**config.mk**
```make
export PLATFORM = sky130hd
export DESIGN_NAME = alu_slice_sequencer
export DESIGN_NICKNAME = d
export VERILOG_FILES = /design/src/rtl/alu_slice_sequencer.sv
export SDC_FILE = /design/constraint.sdc
export NUM_CORES = 1
export LEC_CHECK = 0
export ABC_CLOCK_PERIOD_IN_PS = 2500
export CAP_MARGIN = 10
export CORE_UTILIZATION = 30
export CTS_CLUSTER_SIZE = 25
export DETAILED_ROUTE_END_ITERATION = 6
export SYNTH_ARGS = -nofsm -noshare
export SYNTH_HDL_FRONTEND = slang
export SYNTH_SLANG_ARGS = --single-unit
```
**constraint.sdc**
```tcl
create_clock -name clk -period 2.5 [get_ports clk]
set_input_delay 0.25 -clock clk [delete_from_list [all_inputs] [get_ports clk]]
set_output_delay 0.25 -clock clk [all_outputs]
set_load 0.005 [all_outputs]
```
**src/rtl/alu_slice_sequencer.sv**
```systemverilog
// Sequencer that feeds a 2-bit ALU slice one digit per cycle (LSB first) and assembles a WIDTH-bit result.
// Optional synchronous flush port enabled by defining ALU_SEQ_FLUSH_EN.
module alu_slice_sequencer #(
    parameter int WIDTH = 8,
    parameter int CNT_W = $clog2(WIDTH/2) + 1
) (
    input  logic             clk,
    input  logic             rst_n,
`ifdef ALU_SEQ_FLUSH_EN
    input  logic             flush,
`endif
    input  logic             in_valid,
    output logic             in_ready,
    input  logic [WIDTH-1:0] in_a,
    input  logic [WIDTH-1:0] in_b,
    input  logic [3:0]       in_op,
    input  logic             in_cin,
    output logic [1:0]       sl_a,
    output logic [1:0]       sl_b,
    output logic [3:0]       sl_op,
    output logic             sl_cin,
    input  logic [1:0]       sl_f,
    input  logic             sl_cout,
    output logic             out_valid,
    input  logic             out_ready,
    output logic [WIDTH-1:0] out_f,
    output logic             out_cout,
    output logic             out_zero
);

    typedef enum logic [1:0] {
        IDLE = 2'd0,
        RUN  = 2'd1,
        DONE = 2'd2
    } state_t;

    localparam logic [CNT_W-1:0] LAST = CNT_W'(WIDTH/2 - 1);

    state_t             r_state;
    state_t             w_state_nxt;
    logic [CNT_W-1:0]   r_cnt;
    logic [WIDTH-1:0]   r_a;
    logic [WIDTH-1:0]   r_b;
    logic [WIDTH-1:0]   r_res;
    logic [WIDTH+1:0]   w_cat;
    logic [WIDTH-1:0]   w_res_nxt;
    logic               w_flush;
    logic               w_accept;
    logic               w_step;
    logic               w_last;

`ifdef ALU_SEQ_FLUSH_EN
    assign w_flush = flush;
`else
    assign w_flush = 1'b0;
`endif

    // New digit enters at the top; after N shifts digit 0 sits at bit 0.
    assign w_cat     = {sl_f, r_res};
    assign w_res_nxt = w_cat[WIDTH+1:2];
    assign w_last    = (r_cnt == LAST);

    // Next-state and per-cycle action decode.
    always_comb begin
        w_state_nxt = r_state;
        w_accept    = 1'b0;
        w_step      = 1'b0;
        if (w_flush) begin
            w_state_nxt = IDLE;
        end else begin
            case (r_state)
                IDLE: begin
                    if (in_valid && in_ready) begin
                        w_accept    = 1'b1;
                        w_state_nxt = RUN;
                    end else begin
                        w_state_nxt = IDLE;
                    end
                end
                RUN: begin
                    w_step = 1'b1;
                    if (w_last) begin
                        w_state_nxt = DONE;
                    end else begin
                        w_state_nxt = RUN;
                    end
                end
                DONE: begin
                    if (out_ready) begin
                        w_state_nxt = IDLE;
                    end else begin
                        w_state_nxt = DONE;
                    end
                end
                default: w_state_nxt = IDLE;
            endcase
        end
    end

    // State register and handshake flags.
    always_ff @(posedge clk or negedge rst_n) begin
        if (!rst_n) begin
            r_state   <= IDLE;
            in_ready  <= 1'b1;
            out_valid <= 1'b0;
        end else begin
            r_state   <= w_state_nxt;
            in_ready  <= (w_state_nxt == IDLE);
            out_valid <= (w_state_nxt == DONE);
        end
    end

    // Operand shifting, slice drive, carry ripple and result capture.
    always_ff @(posedge clk or negedge rst_n) begin
        if (!rst_n) begin
            r_cnt    <= {CNT_W{1'b0}};
            r_a      <= {WIDTH{1'b0}};
            r_b      <= {WIDTH{1'b0}};
            r_res    <= {WIDTH{1'b0}};
            sl_a     <= 2'b00;
            sl_b     <= 2'b00;
            sl_op    <= 4'h0;
            sl_cin   <= 1'b0;
            out_f    <= {WIDTH{1'b0}};
            out_cout <= 1'b0;
            out_zero <= 1'b0;
        end else if (w_flush) begin
            r_cnt  <= {CNT_W{1'b0}};
            sl_a   <= 2'b00;
            sl_b   <= 2'b00;
            sl_cin <= 1'b0;
        end else if (w_accept) begin
            r_cnt  <= {CNT_W{1'b0}};
            r_a    <= in_a >> 2'd2;
            r_b    <= in_b >> 2'd2;
            sl_a   <= in_a[1:0];
            sl_b   <= in_b[1:0];
            sl_op  <= in_op;
            sl_cin <= in_cin;
        end else if (w_step) begin
            r_res <= w_res_nxt;
            r_cnt <= r_cnt + CNT_W'(1);
            if (w_last) begin
                out_f    <= w_res_nxt;
                out_cout <= sl_cout;
                out_zero <= (w_res_nxt == {WIDTH{1'b0}});
                sl_a     <= 2'b00;
                sl_b     <= 2'b00;
                sl_cin   <= 1'b0;
            end else begin
                r_a    <= r_a >> 2'd2;
                r_b    <= r_b >> 2'd2;
                sl_a   <= r_a[1:0];
                sl_b   <= r_b[1:0];
                sl_cin <= sl_cout;
            end
        end
    end

endmodule

```
# Yosys cells after proc, flatten, opt, wreduce, memory -nomap -nowiden
# Cells that the tools add are included.
dict set report word_totals {
  latch_bits 0
  word_cells 53
  romBits 0
  in_bits 28
  mem_bits_rw 0
  register_bits 50
  mem_count 0
  output_inout_bits 21
}
dict set report op_classes {
  div 0
  add_sub_neg 1
  shift 0
  n_lt_le_gt_ge 0
  reduce_logical 8
  n_bitwise 1
  eq_ne 5
  muxes 24
  multipliers 0
}
# operator count
set ops {}
lappend ops {{8-bit 2-to-1 mux} 6}
lappend ops {{2-bit 2-to-1 mux} 8}
lappend ops {{8-bit logical NOT} 1}
lappend ops {{1-bit 2-to-1 mux} 7}
lappend ops {{3-bit 2-to-1 mux} 2}
lappend ops {{2-bit case mux with 3 select lines} 1}
lappend ops {{2-bit equality test, second input constant} 2}
lappend ops {{2-bit logical NOT} 2}
lappend ops {{2-bit AND reduction} 2}
lappend ops {{3-bit by 1-bit adder with 3-bit output, second input constant} 1}
lappend ops {{3-bit by 2-bit equality test with 1-bit output, second input constant} 1}
lappend ops {{3-bit AND reduction} 1}
lappend ops {{2-bit by 1-bit equality test with 1-bit output, second input constant} 1}
lappend ops {{2-bit inequality test, second input constant} 1}
lappend ops {{2-bit nonzero test} 1}
lappend ops {{1-bit logical AND} 1}
lappend ops {{1-bit NOT} 1}

# Depth between registers and ports, before layout
dict set report logic_depth {
  word_depth 5
  ltp_mapped 6
  depth_no_buf 5
}

# Worst setup path before layout
# OpenSTA, ideal clock, no wires.
dict set report synth_timing {
  path_type {reg2reg}
  from {register r_cnt[0]}
  to {register r_a[3]}
  setup_time_ns 0.125
  synth_period_minus_slack_ns 1.781
  path_stages_with_launch 7
  path_buffers 1
  slack_ns 0.719
  required_ns 2.375
  arrival_time_ns 1.656
  cell_sequence {dfrtp_1 -> ha_1 -> ha_1 -> nand2b_1 -> a21oi_2 -> buf_6 -> mux2_2}
}
dict set report synth_via {
  elab_chain_cells 3
}
# item line_no
set synth_lines {}
lappend synth_lines {{start: declaration} 41} ;# logic [CNT_W-1:0] r_cnt;
lappend synth_lines {{start signal: assignment} 116} ;# r_cnt <= {CNT_W{1'b0}};
lappend synth_lines {{start signal: assignment} 128} ;# r_cnt <= {CNT_W{1'b0}};
lappend synth_lines {{start signal: assignment} 133} ;# r_cnt <= {CNT_W{1'b0}};
lappend synth_lines {{3-bit by 2-bit equality test with 1-bit output} 61} ;# assign w_last = (r_cnt == LAST);
lappend synth_lines {{2-bit inequality test (no source line)} -}
lappend synth_lines {{2-bit AND reduction (no source line)} -}
lappend synth_lines {{end signal: assignment} 117} ;# r_a <= {WIDTH{1'b0}};
lappend synth_lines {{end signal: assignment} 134} ;# r_a <= in_a >> 2'd2;
lappend synth_lines {{end signal: assignment} 151} ;# r_a <= r_a >> 2'd2;
lappend synth_lines {{end: declaration} 42} ;# logic [WIDTH-1:0] r_a;
# No other way between the ends.
# A chain may end at the register's enable or synchronous reset.

# Worst setup path in the final report
dict set report layout_timing {
  from {register in_ready}
  to {register r_b[1]}
}
dict set report layout_via {
  elab_chain_cells 5
  elab_cells_between_ends 7
  classes_between {1 x eq/ne; 3 x mux; 3 x reduce/logical}
}
# item line_no
set layout_lines {}
lappend layout_lines {{start: declaration} 13} ;# output logic in_ready,
lappend layout_lines {{start signal: assignment} 108} ;# in_ready <= (w_state_nxt == IDLE);
lappend layout_lines {{1-bit logical AND (*)} 73} ;# if (in_valid && in_ready) begin
lappend layout_lines {{1-bit 2-to-1 mux (*)} 73}
lappend layout_lines {{1-bit 2-to-1 mux (*)} 71} ;# case (r_state)
lappend layout_lines {{2-bit inequality test (no source line) / 2-bit nonzero test (equally long branches)} -}
lappend layout_lines {{2-bit AND reduction (no source line)} -}
lappend layout_lines {{end signal: assignment} 118} ;# r_b <= {WIDTH{1'b0}};
lappend layout_lines {{end signal: assignment} 135} ;# r_b <= in_b >> 2'd2;
lappend layout_lines {{end signal: assignment} 152} ;# r_b <= r_b >> 2'd2;
lappend layout_lines {{end: declaration} 43} ;# logic [WIDTH-1:0] r_b;
# Every way passes the cells marked *; elsewhere a longest branch is shown, timed or not.

==> impl_metrics.env <==
export IMPL_crit_fanout=23
export IMPL_netlist_area_leader_share_pct=56.6
export IMPL_die_area_mm2=0.00666
export IMPL_crit_path_frequent_cell="mux2_2"
export IMPL_fin_crit_sh_pct=74.2
export IMPL_n_antenna_cell=0
export IMPL_fin_ws_ns=0.644
export IMPL_cp_slowest_stage_delay_ns=0.55
export IMPL_outcome="completed"
export IMPL_start_util_pct=31.6
export IMPL_fin_skew_ns=0.00136
export IMPL_cap_violations=0
export IMPL_boundaryPins=49
export IMPL_numCtsBuffers=5
export IMPL_routed_via_density=4.55
export IMPL_antenna_found_initial=0
export IMPL_ant_nets=0
export IMPL_netSwitchingFraction_pct=31.5
export IMPL_crit_arrival_ns=2.04
export IMPL_drive_gt1_share_pct=23.4
export IMPL_fin_util_pct=42.1
export IMPL_total_power_mw=3.01
export IMPL_drv_slew=0
export IMPL_hold_path_class="primary input to asynchronous set/reset pin"
export IMPL_synth_top_area_cell="dfrtp_1"
export IMPL_gr_total_overflow=0
export IMPL_root_buffer="clkbuf_8"
export IMPL_syn_area_per_cell_um2=12.9
export IMPL_cts_max_path_buffers=2
export IMPL_port_buffers=48
export IMPL_gp_congestion=0.674
export IMPL_fmax_ghz=0.539
export IMPL_leakagePower_nw=1.11
export IMPL_drt_iter0_markers=71
export IMPL_dr_pass1_iters=4
export IMPL_die_w_um=81.6
export IMPL_clkSinkCount=44
export IMPL_async_flop_share_pct=100
export IMPL_grt_pass1_vias=1262
export IMPL_post_cts_resize_count=0
export IMPL_area_growth_pct=33.4
export IMPL_min_period_ns=1.86
export IMPL_cts_tree="done"
export IMPL_end_kind="register"
export IMPL_cp_start_kind="register"
export IMPL_h_tree_depth=2
export IMPL_final_area_mm2=0.00254
export IMPL_final_setup_viol_count=0
export IMPL_synth_seq_cells=44
export IMPL_netlist_instances=148
export IMPL_worstPathCellList="nor4bb_4 -> buf_4 -> mux2_2 -> mux2_2"
export IMPL_nFillCells=588
export IMPL_switching_power_mw=0.948
export IMPL_cts_setup_buffers=0
export IMPL_core_mm2=0.00603
export IMPL_synth_area_leaders="dfrtp_1 (57%), mux2_2 (16%), nand2_1 (5.5%)"
export IMPL_grt_max_degree=45
export IMPL_grt_pass1_wl_mm=5.91
export IMPL_fin_setup_tns_ns=0
export IMPL_syn_area_mm2=0.00190
export IMPL_placedInstanceArea_mm2=0.00245
export IMPL_num_rows=28
export IMPL_dp_slack_ns=0.532
export IMPL_die_h_um=81.6
export IMPL_p_per_area_mw_per_mm2=1190
export IMPL_fin_hold_ws_ns=0.113
export IMPL_seqPwrFrac_pct=41.3
export IMPL_slew_headroom_pct=35.4
export IMPL_path_class="register to register"
export IMPL_ys_warnings_count=0
export IMPL_syn_num_nets=179
export IMPL_comb_power_share_pct=43.7
export IMPL_worst_pin_slew_ns=0.968
export IMPL_drt_total_wl_mm=3.51
export IMPL_ys_flop_type="dfrtp_1"
export IMPL_yosysMostFrequentCell="dfrtp_1"
export IMPL_max_vdd_ir_drop_mv=0.511
export IMPL_synth_edf_count=0
export IMPL_p_int_mw=2.07
export IMPL_synth_commonest_cells="dfrtp_1 (43), nand2_1 (28), mux2_2 (27)"
export IMPL_nets=231
export IMPL_wl_per_cell_um=12.7
export IMPL_cts_hold_buffers_added=0
export IMPL_cts_clk_slew_worst_paths_ns=0.08
export IMPL_crit_slowest_cell="dfstp_2"
export IMPL_required_ns=2.68
export IMPL_fin_cells=276
export IMPL_p_clk_share_pct=14.9
export IMPL_dpl_cell_count=268
export IMPL_synth_cell_type_count=25
export IMPL_dpl_hpwl_mm=2.49
export IMPL_drc=0
export IMPL_seq_area_frac_synth_pct=58.0
export IMPL_hold_viol=0
export IMPL_track_usage_pct=12.0
export IMPL_vias=1256
export IMPL_clock_latency_ns=0.29
export IMPL_rsz0062_at_grt="false"
worst paths after layout:
check / from / endpoint / slack [ns] / depth (start not counted)
max in group asynchronous: rst_n / r_a[0]$_DFFE_PN0P_ / 1.79 / 1
min in group clk: out_zero$_DFFE_PN0P_ / out_zero$_DFFE_PN0P_ / 0.49 / 2
worst max-delay path: in_ready$_DFF_PN1_ / r_b[1]$_DFFE_PN0P_ / 0.64 / 4
worst min-delay path: rst_n / out_f[3]$_DFFE_PN0P_ / 0.11 / 1
worst min register to register: out_zero$_DFFE_PN0P_ / out_zero$_DFFE_PN0P_ / 0.49 / 2
worst max register to register: in_ready$_DFF_PN1_ / r_b[1]$_DFFE_PN0P_ / 0.64 / 4
cell usage in the layout, fill, tap and decap left out, types with 2 or more instances in the layout:
| cell type | count |
|---|---|
| nor2_1 | 6 |
| dfrtp_1 | 43 |
| nand2_1 | 28 |
| a221o_1 | 5 |
| mux2_2 | 27 |
| clkbuf_8 | 6 |
| o21ai_0 | 2 |
| clkbuf_1 | 2 |
| ha_1 | 3 |
| nand3b_1 | 2 |
| nor4_1 | 2 |
| nand2b_1 | 2 |
| o21ai_2 | 4 |
| clkdlybuf4s50_1 | 47 |
| mux2_1 | 3 |
| and2_0 | 5 |
| buf_4 | 4 |
routing by layer:
metal  GRT usage, %  vias to the layer above  routed length (µm)
met5              0                        -                   0
met4           4.21                        0                  46
met3           4.22                        8                 227
met2           18.4                       42                1610
met1           15.6                      592                1630
li1               -                      614                   -
cells by family (layout without fill, tap and decap cells):
| family | Yosys count | after routing | share of synthesized area (%) |
|---|---|---|---|
| flops | 44 | 44 | 58.0 |
| mux | 30 | 30 | 17.8 |
| fa+ha+maj | 3 | 3 | 1.97 |
| compound gates | 14 | 14 | 6.05 |
| simple gates | 49 | 49 | 12.7 |
| buf+inv | 8 | 61 | 3.55 |
critical path, delay by kind of cell (launching register included):
family,cells,cell delay [ns]
buf+inv,1,0.30
simple gates,1,0.27
mux,2,0.62
flops,1,0.55
power groups by stage:
stage,Combinational [mW],Clock [mW],Sequential (mW)
after floorplan,0.851,0,1.23
after CTS,1.34,0.475,1.25
after global placement,1.31,0,1.27
final,1.32,0.450,1.25
after detailed placement,1.34,0,1.27
after global routing,1.47,0.505,1.29
sequential cells by signal (all words and copies together) (netlist names), 2 cells and up:
signal and count:
r_res 6, sl_op 4, r_cnt 3, r_b 6, r_a 6, r_state 2
out_f 8, sl_b 2, sl_a 2
cell type report:
type	instances	area [µm²]	area share [%]
Tap cell	75	93.8	3.70
Sequential cell	44	1100	43.5
Multi-Input combinational cell	96	741	29.2
Clock buffer	8	90.1	3.55
Inverter	1	3.75	0.148
Timing Repair Buffer	52	505	19.9
No activity file was read; power rests on OpenSTA's default activity.
